==> src/rtl/uart_rx.sv <==
// uart_rx: 8N1 UART receiver with two-flop input sync, mid-bit sampling, false-start rejection
// and framing-error/break handling. Define UART_RX_PARITY_EN to add an even-parity bit (o_parity_err).
module uart_rx #(
  parameter int unsigned CLKS_PER_BIT = 87
) (
  input  logic       i_clk,
  input  logic       i_rst,
  input  logic       i_rx_serial,
  output logic       o_rx_dv,
  output logic [7:0] o_rx_byte,
  output logic       o_rx_act,
`ifdef UART_RX_PARITY_EN
  output logic       o_parity_err,
`endif
  output logic       o_frame_err
);

  localparam logic [15:0] LAST = 16'(CLKS_PER_BIT - 1);
  localparam logic [15:0] HALF = 16'((CLKS_PER_BIT - 1) / 2);

  typedef enum logic [2:0] {
    IDLE  = 3'd0,
    START = 3'd1,
    DATA  = 3'd2,
    STOP  = 3'd3,
`ifdef UART_RX_PARITY_EN
    PARITY = 3'd5,
`endif
    BREAK = 3'd4
  } state_t;

  logic        rx_meta, rx_s;
  state_t      state_q, state_d;
  logic [15:0] clk_cnt_q, clk_cnt_d;
  logic [2:0]  bit_ind_q, bit_ind_d;
  logic [7:0]  shift_q, shift_d, byte_d;
  logic        dv_d, ferr_d;
`ifdef UART_RX_PARITY_EN
  logic        par_q, par_d, perr_d;
`endif

  // Idle level is high, so both flops reset to 1 to avoid a phantom start bit.
  always_ff @(posedge i_clk) begin
    // NOTE: sequential state uses non-blocking assignments so every flop samples pre-edge values.
    if (i_rst) begin
      rx_meta <= 1'b1;
      rx_s    <= 1'b1;
    end else begin
      rx_meta <= i_rx_serial;
      rx_s    <= rx_meta;
    end
  end

  always_ff @(posedge i_clk) begin
    if (i_rst) begin
      state_q     <= IDLE;
      clk_cnt_q   <= '0;
      bit_ind_q   <= '0;
      o_rx_byte   <= '0;
      o_rx_dv     <= 1'b0;
      o_frame_err <= 1'b0;
`ifdef UART_RX_PARITY_EN
      o_parity_err <= 1'b0;
`endif
    end else begin
      state_q     <= state_d;
      clk_cnt_q   <= clk_cnt_d;
      bit_ind_q   <= bit_ind_d;
      o_rx_byte   <= byte_d;
      o_rx_dv     <= dv_d;
      o_frame_err <= ferr_d;
`ifdef UART_RX_PARITY_EN
      o_parity_err <= perr_d;
`endif
    end
  end

  // NOTE: the shift register is pure datapath, fully rewritten before use, so it carries no reset.
  always_ff @(posedge i_clk) begin
    shift_q <= shift_d;
`ifdef UART_RX_PARITY_EN
    par_q   <= par_d;
`endif
  end

  always_comb begin
    // NOTE: every output of this block gets a default first, so no path can infer a latch.
    state_d   = state_q;
    clk_cnt_d = clk_cnt_q;
    bit_ind_d = bit_ind_q;
    shift_d   = shift_q;
    byte_d    = o_rx_byte;
    dv_d      = 1'b0;
    ferr_d    = 1'b0;
`ifdef UART_RX_PARITY_EN
    par_d     = par_q;
    perr_d    = 1'b0;
`endif
    case (state_q)
      IDLE: begin
        clk_cnt_d = '0;
        bit_ind_d = '0;
        if (!rx_s) state_d = START;
      end
      START: begin
        if (clk_cnt_q < HALF) begin
          clk_cnt_d = clk_cnt_q + 16'd1;
        end else begin
          clk_cnt_d = '0;
          state_d   = rx_s ? IDLE : DATA;  // high at mid start bit is a glitch
        end
      end
      DATA: begin
        if (clk_cnt_q < LAST) begin
          clk_cnt_d = clk_cnt_q + 16'd1;
        end else begin
          clk_cnt_d          = '0;
          shift_d[bit_ind_q] = rx_s;
          if (bit_ind_q < 3'd7) begin
            bit_ind_d = bit_ind_q + 3'd1;
          end else begin
            bit_ind_d = '0;
`ifdef UART_RX_PARITY_EN
            state_d   = PARITY;
`else
            state_d   = STOP;
`endif
          end
        end
      end
`ifdef UART_RX_PARITY_EN
      PARITY: begin
        if (clk_cnt_q < LAST) begin
          clk_cnt_d = clk_cnt_q + 16'd1;
        end else begin
          clk_cnt_d = '0;
          par_d     = rx_s;
          state_d   = STOP;
        end
      end
`endif
      STOP: begin
        if (clk_cnt_q < LAST) begin
          clk_cnt_d = clk_cnt_q + 16'd1;
        end else begin
          clk_cnt_d = '0;
          if (rx_s) begin
            state_d = IDLE;
`ifdef UART_RX_PARITY_EN
            if (^{shift_q, par_q}) begin
              perr_d = 1'b1;
            end else begin
              byte_d = shift_q;
              dv_d   = 1'b1;
            end
`else
            byte_d  = shift_q;
            dv_d    = 1'b1;
`endif
          end else begin
            ferr_d  = 1'b1;
            state_d = BREAK;
          end
        end
      end
      BREAK: begin
        clk_cnt_d = '0;
        if (rx_s) state_d = IDLE;
      end
      default: state_d = IDLE;
    endcase
  end

  always_comb begin
    o_rx_act = 1'b0;
    case (state_q)
      START, DATA, STOP: o_rx_act = 1'b1;
`ifdef UART_RX_PARITY_EN
      PARITY:            o_rx_act = 1'b1;
`endif
      default:           o_rx_act = 1'b0;
    endcase
  end

endmodule

==> config.mk <==
export PLATFORM = sky130hd
export DESIGN_NAME = uart_rx
export DESIGN_NICKNAME = d
export VERILOG_FILES = /design/src/rtl/uart_rx.sv
export SDC_FILE = /design/constraint.sdc
export NUM_CORES = 1
export LEC_CHECK = 0
export ABC_AREA = 1
export ABC_CLOCK_PERIOD_IN_PS = 4230
export BUFFER_PORTS_ARGS = -buffer_cell sky130_fd_sc_hd__buf_2
export CAP_MARGIN = 20
export CORE_ASPECT_RATIO = 0.6
export CORE_UTILIZATION = 60
export DETAILED_ROUTE_END_ITERATION = 16
export PLACE_DENSITY = 0.84
export SYNTH_ARGS = -nofsm -noshare
export SYNTH_HDL_FRONTEND = slang
export SYNTH_SLANG_ARGS = --single-unit
export TNS_END_PERCENT = 100
==> constraint.sdc <==
create_clock -name i_clk -period 4.23 [get_ports i_clk]
set_clock_uncertainty 0.05 [all_clocks]
set_input_delay 0.423 -clock i_clk [delete_from_list [all_inputs] [get_ports i_clk]]
set_output_delay 0.423 -clock i_clk [all_outputs]
set_load 0.1 [all_outputs]
* Word level (Yosys, flattened, before mapping)
Cells that the tools add are included.
** Storage, ports and cells
- Logic and storage cells :: 61
- Input port bits :: 3
- Bits in registers :: 42
- Output and inout port bits :: 11
** Operators by class
- Add/subtract/negate cells :: 2
- Bitwise operators :: 2
- Multiplexer cells :: 21
- Eq/ne operators :: 10
- $lt $le $gt $ge :: 5
- Reductions and logical operators :: 12
** Operators by type and width (number)
- one-hot mux 16 bit (3 select lines) :: 1
- two-way mux 16 bit :: 2
- two-way mux 3 bit :: 9
- adder 16 x 1 -> 16 bit, second input constant :: 1
- < comparator 16 x 6 -> 1 bit, second input constant :: 1
- < comparator 16 x 7 -> 1 bit, second input constant :: 1
- one-hot mux 3 bit (5 select lines) :: 1
- inequality test 2 bit, second input constant :: 6
- bitwise mux 8 bit :: 1
- equality test 3 x 2 -> 1 bit, second input constant :: 2
- one-hot mux 3 bit (2 select lines) :: 1
- AND reduction 6 bit :: 1
- OR reduction 3 bit :: 2
- < comparator 3 x 4 -> 1 bit, second input constant :: 1
- two-way mux 1 bit :: 4
- AND reduction 2 bit :: 2
- OR reduction 2 bit :: 2
- adder 3 x 1 -> 3 bit, second input constant :: 1
- demux 1 bit (select 3 bit) :: 1
- equality test 3 x 1 -> 1 bit, second input constant :: 1
- equality test 3 bit, second input constant :: 1
- >= comparator 3 x 1 -> 1 bit, second input constant :: 1
- zero test 3 bit :: 1
- < comparator 3 bit, second input constant :: 1
- other kinds (6) :: 7

* Depth between registers and ports, before layout
Gate-level depths: netlist of the first run.
- Depth after elaboration :: 5
- Gate-level depth with buffers :: 10
- Gate-level depth less buffers :: 10

* Least setup slack after synthesis of the first run
No wires, ideal clock.
- Path kind :: reg2out
- Start point :: register state_q[1]
- End point :: output o_rx_act
- Setup slack :: 2.010 ns
- Buffers on the path :: 0
- Required time :: 3.757 ns
- Arrival time :: 1.747 ns
- Cell stages (with the launch flop) :: 3
- Cells stage by stage :: dfxtp_1 -> nor2_4 -> nor2_1
** Between the ends
- Word-level cells in the longest chain between the ends :: 3
- Elaborated cells on any way between the ends :: 5
- Those cells by class :: eq/ne (3); mux (1); reduce/logical (1)
** RTL lines
- start, declared :: RTL line 33 : state_t state_q, state_d;
- start signal, assigned :: RTL line 66 : state_q <= state_d;
- equality test 3 x 2 -> 1 bit / equality test 3 x 1 -> 1 bit (equally long branches) :: RTL line 176 : case (state_q)
- OR reduction 3 bit (*) :: RTL line 176
- two-way mux 1 bit (*) :: RTL line 176
- end, declared :: RTL line 11 : output logic o_rx_act,
Every way passes the cells marked *; elsewhere a longest branch is shown, timed or not.

* Final worst setup path of the first run
Ends and elaborated chain as after synthesis.

==> reports/summary.txt, run 1 <==
Status = completed
DR DRC count = 0
Final setup fails = 0
Initial Utilization = 63.46%
Top Layer Used = met4
Vias in the first global route = 1185
Full die area = 3290 µm²
Prevailing post-synth register cell = dfxtp_1
Internal power = 0.6315 mW
PostCTS Resize Cnt = 0
TritonCTS Buffers = 5
Crit path to = o_rx_act
VDD IR-drop max = 0.4103 mV
Yosys cell types = 30
Max-cap violations = 0
Core area = 2890 µm²
Async set-reset flop share out of synthesis = 0%
First-pass iteration count of the detailed router = 4
Num Clock Sinks = 42
Drt wl/cell = 12.58 µm
Longest Clk Path Bufs = 2
Grt ovf = 0
Most frequent cells in the layout = nor2_1 (42), nand2_1 (42), dfxtp_1 (34)
Crit. End Element = output pin
Final HPWL from detailed placement = 2484 µm
Antenna cell count = 0
Antenna-violating nets left = 0
CP Max Fanout = 6
Area Growth Syn to Fin = 9.141%
Port Buffer Count = 13
DR WL met3 = 251 µm
Post-CTS Setup Inserts = 0
Post-Syn Instances = 222
Reg power frac = 45.0%
GRT Overall Usage = 23.82%
TritonCTS clock tree = yes
PwrDens = 494.4 nW/µm²
Gate power share = 28.6%
Seq/Total Area, Yosys = 50.20%
Synth warn = 0
Routability cong. = 0.8512
FF+latch count, synth = 42
WL met1 = 1892 µm
Die Wd = 73.38 µm
Worst slew margin = 67.80%
WP data arrival = 1.40 ns
Final net count = 241
Reg2reg end = shift_q[6]
Final Critical Period = 1.878 ns
EDFF count, synth = 8
Initial antenna violation count = 0
DRT iter0 DRCs = 93
Synth Cell Area = 1834 µm²
Finished Core Util = 69.26%
Root buf cell = clkbuf_8
Worst Setup SP = state_q[1]
Switching power = 0.3584 mW
Hold crit path type = input port to register
H-tree depth = 2
Leak pwr = 0.8321 nW
CP Class = register to output pin
Worst Reg-to-Reg Cells = 8
Post-cts hold buffer count = 0
Area contributors post-synth = dfxtp_1 (37%), edfxtp_1 (13%), nand2_1 (8.6%)
Reg-to-reg setup timing slack = 2.46 ns
Setup TNS Final = 0 ns
Routed wl met2 = 1335 µm
Mean Syn Cell Area = 8.262 µm²
Row Count = 15
First-pass GRT wire length = 5651 µm
Startpoint Class = register
Die extent in y = 44.83 µm
Clock Power Share = 26.5%
Achievable frequency = 0.5326 GHz
CP required = 3.76 ns
I/O pin cnt = 14
Share of layout cells above drive strength 1 = 17.72%
Slew Viols, Final = 0
Worst skew pair latency = 0.29 ns
Worst-path clk slew = 0.07 ns
Fin crit share = 44.39%
Via/cell ratio = 5.229
DRT Wirelength = 3510 µm
Vias = 1459
RSZ-0062 raised after global routing = false
Leading area contributor after synthesis = dfxtp_1
Largest net degree at the start of global routing = 27
Yosys top cell area share = 37.11%
Post-Synthesis Net Count = 227
Sw Share = 36.20%
Fin. Hold Viols = 0
Reg-to-Reg Start = clk_cnt_q[2]
Worst Max-Slew Pin Slew = 0.4864 ns
layout make-up:
| cell class | instances | area, µm² |
|---|---|---|
| tap | 42 | 52.55 |
| clock inverter | 1 | 5.005 |
| fill | 257 | 888.4 |
| inverter | 20 | 76.32 |
| multi-input combinational | 154 | 795.8 |
| timing repair buffer | 13 | 65.06 |
| sequential | 42 | 920.9 |
| clock buffer | 7 | 86.33 |
cell usage after synthesis (3+ instances only):
library cell	instances
nand2_1	42
nor2_1	42
dfxtp_1	34
nand3_1	17
a21oi_1	15
inv_1	14
edfxtp_1	8
nand4_1	6
inv_2	5
nor2_4	4
xor2_1	4
clkbuf_1	3
nand2_2	3
nand2_4	3
nor3_1	3
power by group through the flow:
stage / registers (mW) / logic [mW] / clock network, mW
after CTS: 0.444 / 0.279 / 0.268
after global placement: 0.454 / 0.271 / 0
after floorplan: 0.449 / 0.234 / 0
final: 0.445 / 0.283 / 0.262
after detailed placement: 0.453 / 0.276 / 0
after global routing: 0.447 / 0.308 / 0.284
sequential cells by signal (all words and copies together), names as in the netlist:
register,flops
rx_meta,1
o_rx_byte,8
o_frame_err,1
rx_s,1
o_rx_dv,1
clk_cnt_q,16
shift_q,8
bit_ind_q,3
state_q,3
how the worst min path moves through the flow:
stage	end	cells after the start	from	slack (ns)
2_1_floorplan	rx_s	1	rx_meta	0.34
3_3_place_gp	rx_s	1	rx_meta	0.34
3_5_place_dp	rx_s	1	rx_meta	0.36
4_1_cts	rx_meta	2	i_rx_serial	0.26
5_1_grt	rx_meta	2	i_rx_serial	0.25
6_report	rx_meta	2	i_rx_serial	0.26
routing by layer:
| layer | global-route usage [%] | vias to the layer above |
|---|---|---|
| met3 | 6.027 | 4 |
| met2 | 30.74 | 45 |
| met5 | 0 | - |
| met1 | 37.29 | 666 |
| met4 | 9.231 | 0 |
| li1 | - | 744 |
worst max-delay path: stages (launching register included):
cell,delay (ns)
dfxtp_1,0.49
nor2_4,0.10
nor2_1,0.10
buf_2,0.43
kinds of logic after synthesis:
family,synth area share (%)
AND/OR/NAND/NOR,33.01
flip-flops,50.20
buffers and inverters,6.412
AO/OA/AOI/OAI,5.594
XOR/XNOR,2.865
adder cells (fa/ha/maj),1.364
multiplexers,0.5457
through the flow:
step | area (µm²) | hold slack, ns | setup slack, ns | power, mW | instances
after global routing | 2002 | 0.2546 | 2.278 | 1.040 | 279
after floorplan | 1834 | 0.3395 | 2.010 | 0.6826 | 222
after detailed placement | 1911 | 0.3610 | 2.469 | 0.7288 | 271
after global placement | 1911 | 0.3421 | 2.548 | 0.7256 | 271
final | 2002 | 0.2624 | 2.352 | 0.9898 | 279
after CTS | 2002 | 0.2581 | 2.352 | 0.9911 | 279
(Power assumes the default switching activity.)
==> run 2: changes to the inputs <==
--- a/config.mk
+++ b/config.mk
@@ -6,13 +6,13 @@
 export NUM_CORES = 1
 export LEC_CHECK = 0
 export ABC_AREA = 1
-export ABC_CLOCK_PERIOD_IN_PS = 4230
+export ABC_CLOCK_PERIOD_IN_PS = 1950
 export BUFFER_PORTS_ARGS = -buffer_cell sky130_fd_sc_hd__buf_2
 export CAP_MARGIN = 20
 export CORE_ASPECT_RATIO = 0.6
-export CORE_UTILIZATION = 60
+export CORE_UTILIZATION = 58
 export DETAILED_ROUTE_END_ITERATION = 16
-export PLACE_DENSITY = 0.84
+export PLACE_DENSITY = 0.81
 export SYNTH_ARGS = -nofsm -noshare
 export SYNTH_HDL_FRONTEND = slang
 export SYNTH_SLANG_ARGS = --single-unit
==> constraint.sdc (replaced) <==
create_clock -name i_clk -period 1.95 [get_ports i_clk]
set_clock_uncertainty 0.05 [all_clocks]
set_input_delay 0.195 -clock i_clk [delete_from_list [all_inputs] [get_ports i_clk]]
set_output_delay 0.195 -clock i_clk [all_outputs]
set_load 0.1 [all_outputs]
==> run 2 against run 1 <==
  * Sequential power increased by 120%
  * Non-clock buffer count increased by 2
  * Worst setup slack got worse by 2.0 ns
  * Via count increased by 0.82%
  * Global-route usage decreased by 1.0 points
  * Die area increased by 3.3%
  * Register-to-register slack got worse by 2.1 ns
  * First-iteration DRC count decreased by 11%
  * Critical path depth unchanged
  * Utilization decreased by 0.092 points
  * Clock-buffer cell count decreased by 1
  * Critical path type unchanged
==> reports/summary.txt, run 2 (synthesized netlist as in run 1, its figures left out) <==
Port Buffer Count = 13 (unchanged)
Worst slew margin = 67.87% (+0.071 points)
Largest Register = clk_cnt_q
Drt wl/cell = 12.32 µm (-2.1%)
Crit. End Element = output pin
DRT iter0 DRCs = 83 (-11%)
Most common cell after layout, fill and taps aside = nand2_1
Antenna-violating nets left = 0 (unchanged)
RSZ-0062 raised after global routing = false
Achievable frequency = 0.6225 GHz
Final Critical Period = 1.606 ns
Vias = 1471 (+0.82%)
DR DRC count = 0 (unchanged)
Slew Viols, Final = 0 (unchanged)
Final setup fails = 0 (unchanged)
Full die area = 3399 µm² (+3.3%)
Fin. Hold Viols = 0 (unchanged)
CP Class = register to output pin
Filler cells = 252 (-1.9%)
Internal power = 1.469 mW (+130%)
Reg-to-Reg Start = clk_cnt_q[3]
Row Count = 15 (unchanged)
Hold path startpoint = i_rx_serial
Initial Utilization = 62.25% (-1.2 points)
Final WS setup = 0.3437 ns (-2.009 ns)
Vias in the first global route = 1157 (-2.4%)
Max reg flops = 16 (unchanged)
Startpoint Class = register
GRT Overall Usage = 22.80% (-1.0 points)
Clock Power Share = 29.5% (+3.0 points)
Most frequent cells in the layout = nand2_1 (42), nor2_1 (41), dfxtp_1 (34)
Worst-path clk slew = 0.07 ns (about the same)
WP data arrival = 1.36 ns (-0.04 ns)
Routability cong. = 0.8953 (+5.2%)
I/O pin cnt = 14 (unchanged)
CP required = 1.70 ns (-2.06 ns)
Tot Pwr = 2.247 mW (+130%)
CP Max Fanout = 6 (unchanged)
Worst Max-Slew Pin Slew = 0.4853 ns (-0.001072 ns)
PostCTS Resize Cnt = 0 (unchanged)
Antenna cell count = 0 (unchanged)
Hold depth = 2 (unchanged)
H-tree depth = 2 (unchanged)
Post-cts hold buffer count = 0 (unchanged)
Fin crit share = 82.38%
PwrDens = 1103 nW/µm² (+120%)
Setup TNS Final = 0 ns (unchanged)
Sw Share = 34.63% (-1.6 points)
Status = completed
Gate power share = 27.7% (-0.9 points)
DRT Wirelength = 3461 µm (-1.4%)
Initial antenna violation count = 0 (unchanged)
Worst Setup SP = state_q[1]
Reg power frac = 42.8% (-2.2 points)
Die Wd = 74.60 µm (+1.7%)
Die extent in y = 45.56 µm (+1.6%)
VDD IR-drop max = 1.108 mV (+170%)
Grt ovf = 0 (unchanged)
TritonCTS Buffers = 5 (unchanged)
Longest Clk Path Bufs = 2 (unchanged)
Post-CTS Setup Inserts = 0 (unchanged)
Final net count = 243 (+0.83%)
TritonCTS clock tree = yes
Reg-to-reg setup timing slack = 0.37 ns (-2.09 ns)
Worst Reg-to-Reg Cells = 8 (unchanged)
Final HPWL from detailed placement = 2408 µm (-3.0%)
Pre-CTS setup slack = 0.3934 ns (-2.076 ns)
Switching power = 0.7783 mW (+120%)
Max-cap violations = 0 (unchanged)
Core area = 2947 µm² (+1.9%)
First-pass iteration count of the detailed router = 4 (unchanged)
Via/cell ratio = 5.235 (+0.10%)
Hold crit path type = input port to register
Worst skew pair latency = 0.29 ns (about the same)
Top flop regs = clk_cnt_q (16), o_rx_byte (8), shift_q (8)
Root buf cell = clkbuf_8
First-pass GRT wire length = 5471 µm (-3.2%)
Area Growth Syn to Fin = 11.12%
Leak pwr = 0.8449 nW (+1.5%)
Share of layout cells above drive strength 1 = 18.83% (+1.1 points)
Largest net degree at the start of global routing = 27 (unchanged)
Num Clock Sinks = 42 (unchanged)
[run 2: per-layer routing]
layer	GRT usage, %	vias up	share of wire (%)
met4	9.057	0	1.8
met3	5.973	8	7.1
met1	34.82	669	51
met2	30.09	46	40
met5	0	-	0
li1	-	748	-
[run 2: worst paths after layout]
check,end
setup / recovery,o_rx_act
hold / removal,rx_meta
setup reg to reg,shift_q[6]
hold reg to reg,rx_s
[run 2: power groups by stage]
stage | clock, mW | combinational (mW) | sequential, mW
4_1_cts | 0.685 | 0.617 | 0.961
2_1_floorplan | 0 | 0.513 | 0.973
6_report | 0.663 | 0.622 | 0.963
3_5_place_dp | 0 | 0.601 | 0.982
3_3_place_gp | 0 | 0.599 | 0.980
5_1_grt | 0.714 | 0.672 | 0.966
[run 2: layout make-up]
cell class	count	area (µm²)	share of cell area (%)
Inverter	20	76.32	3.745
Tap cell	42	52.55	2.578
Clock inverter	2	37.54	1.842
Clock buffer	6	72.57	3.560
Multi-Input combinational cell	154	798.3	39.17
Timing Repair Buffer	15	80.08	3.929
Sequential cell	42	920.9	45.18
[run 2: per-stage QoR]
| step | utilization (%) | hold WS, ns | std cells | instance area [µm²] |
|---|---|---|---|---|
| 2_1_floorplan | - | 0.2488 | 222 | 1837 |
| 3_3_place_gp | 65.44 | 0.3300 | 273 | 1928 |
| 3_5_place_dp | 65.44 | 0.3362 | 273 | 1928 |
| 4_1_cts | 69.17 | 0.02966 | 281 | 2038 |
| 5_1_grt | 69.17 | 0.02692 | 281 | 2038 |
| 6_report | 69.17 | 0.03624 | 281 | 2038 |
[run 2: worst max-delay path, cell delays in order (launching register included)]
cell	delay, ns
dfxtp_1	0.47
nor2_4	0.10
nor2_2	0.08
buf_2	0.42
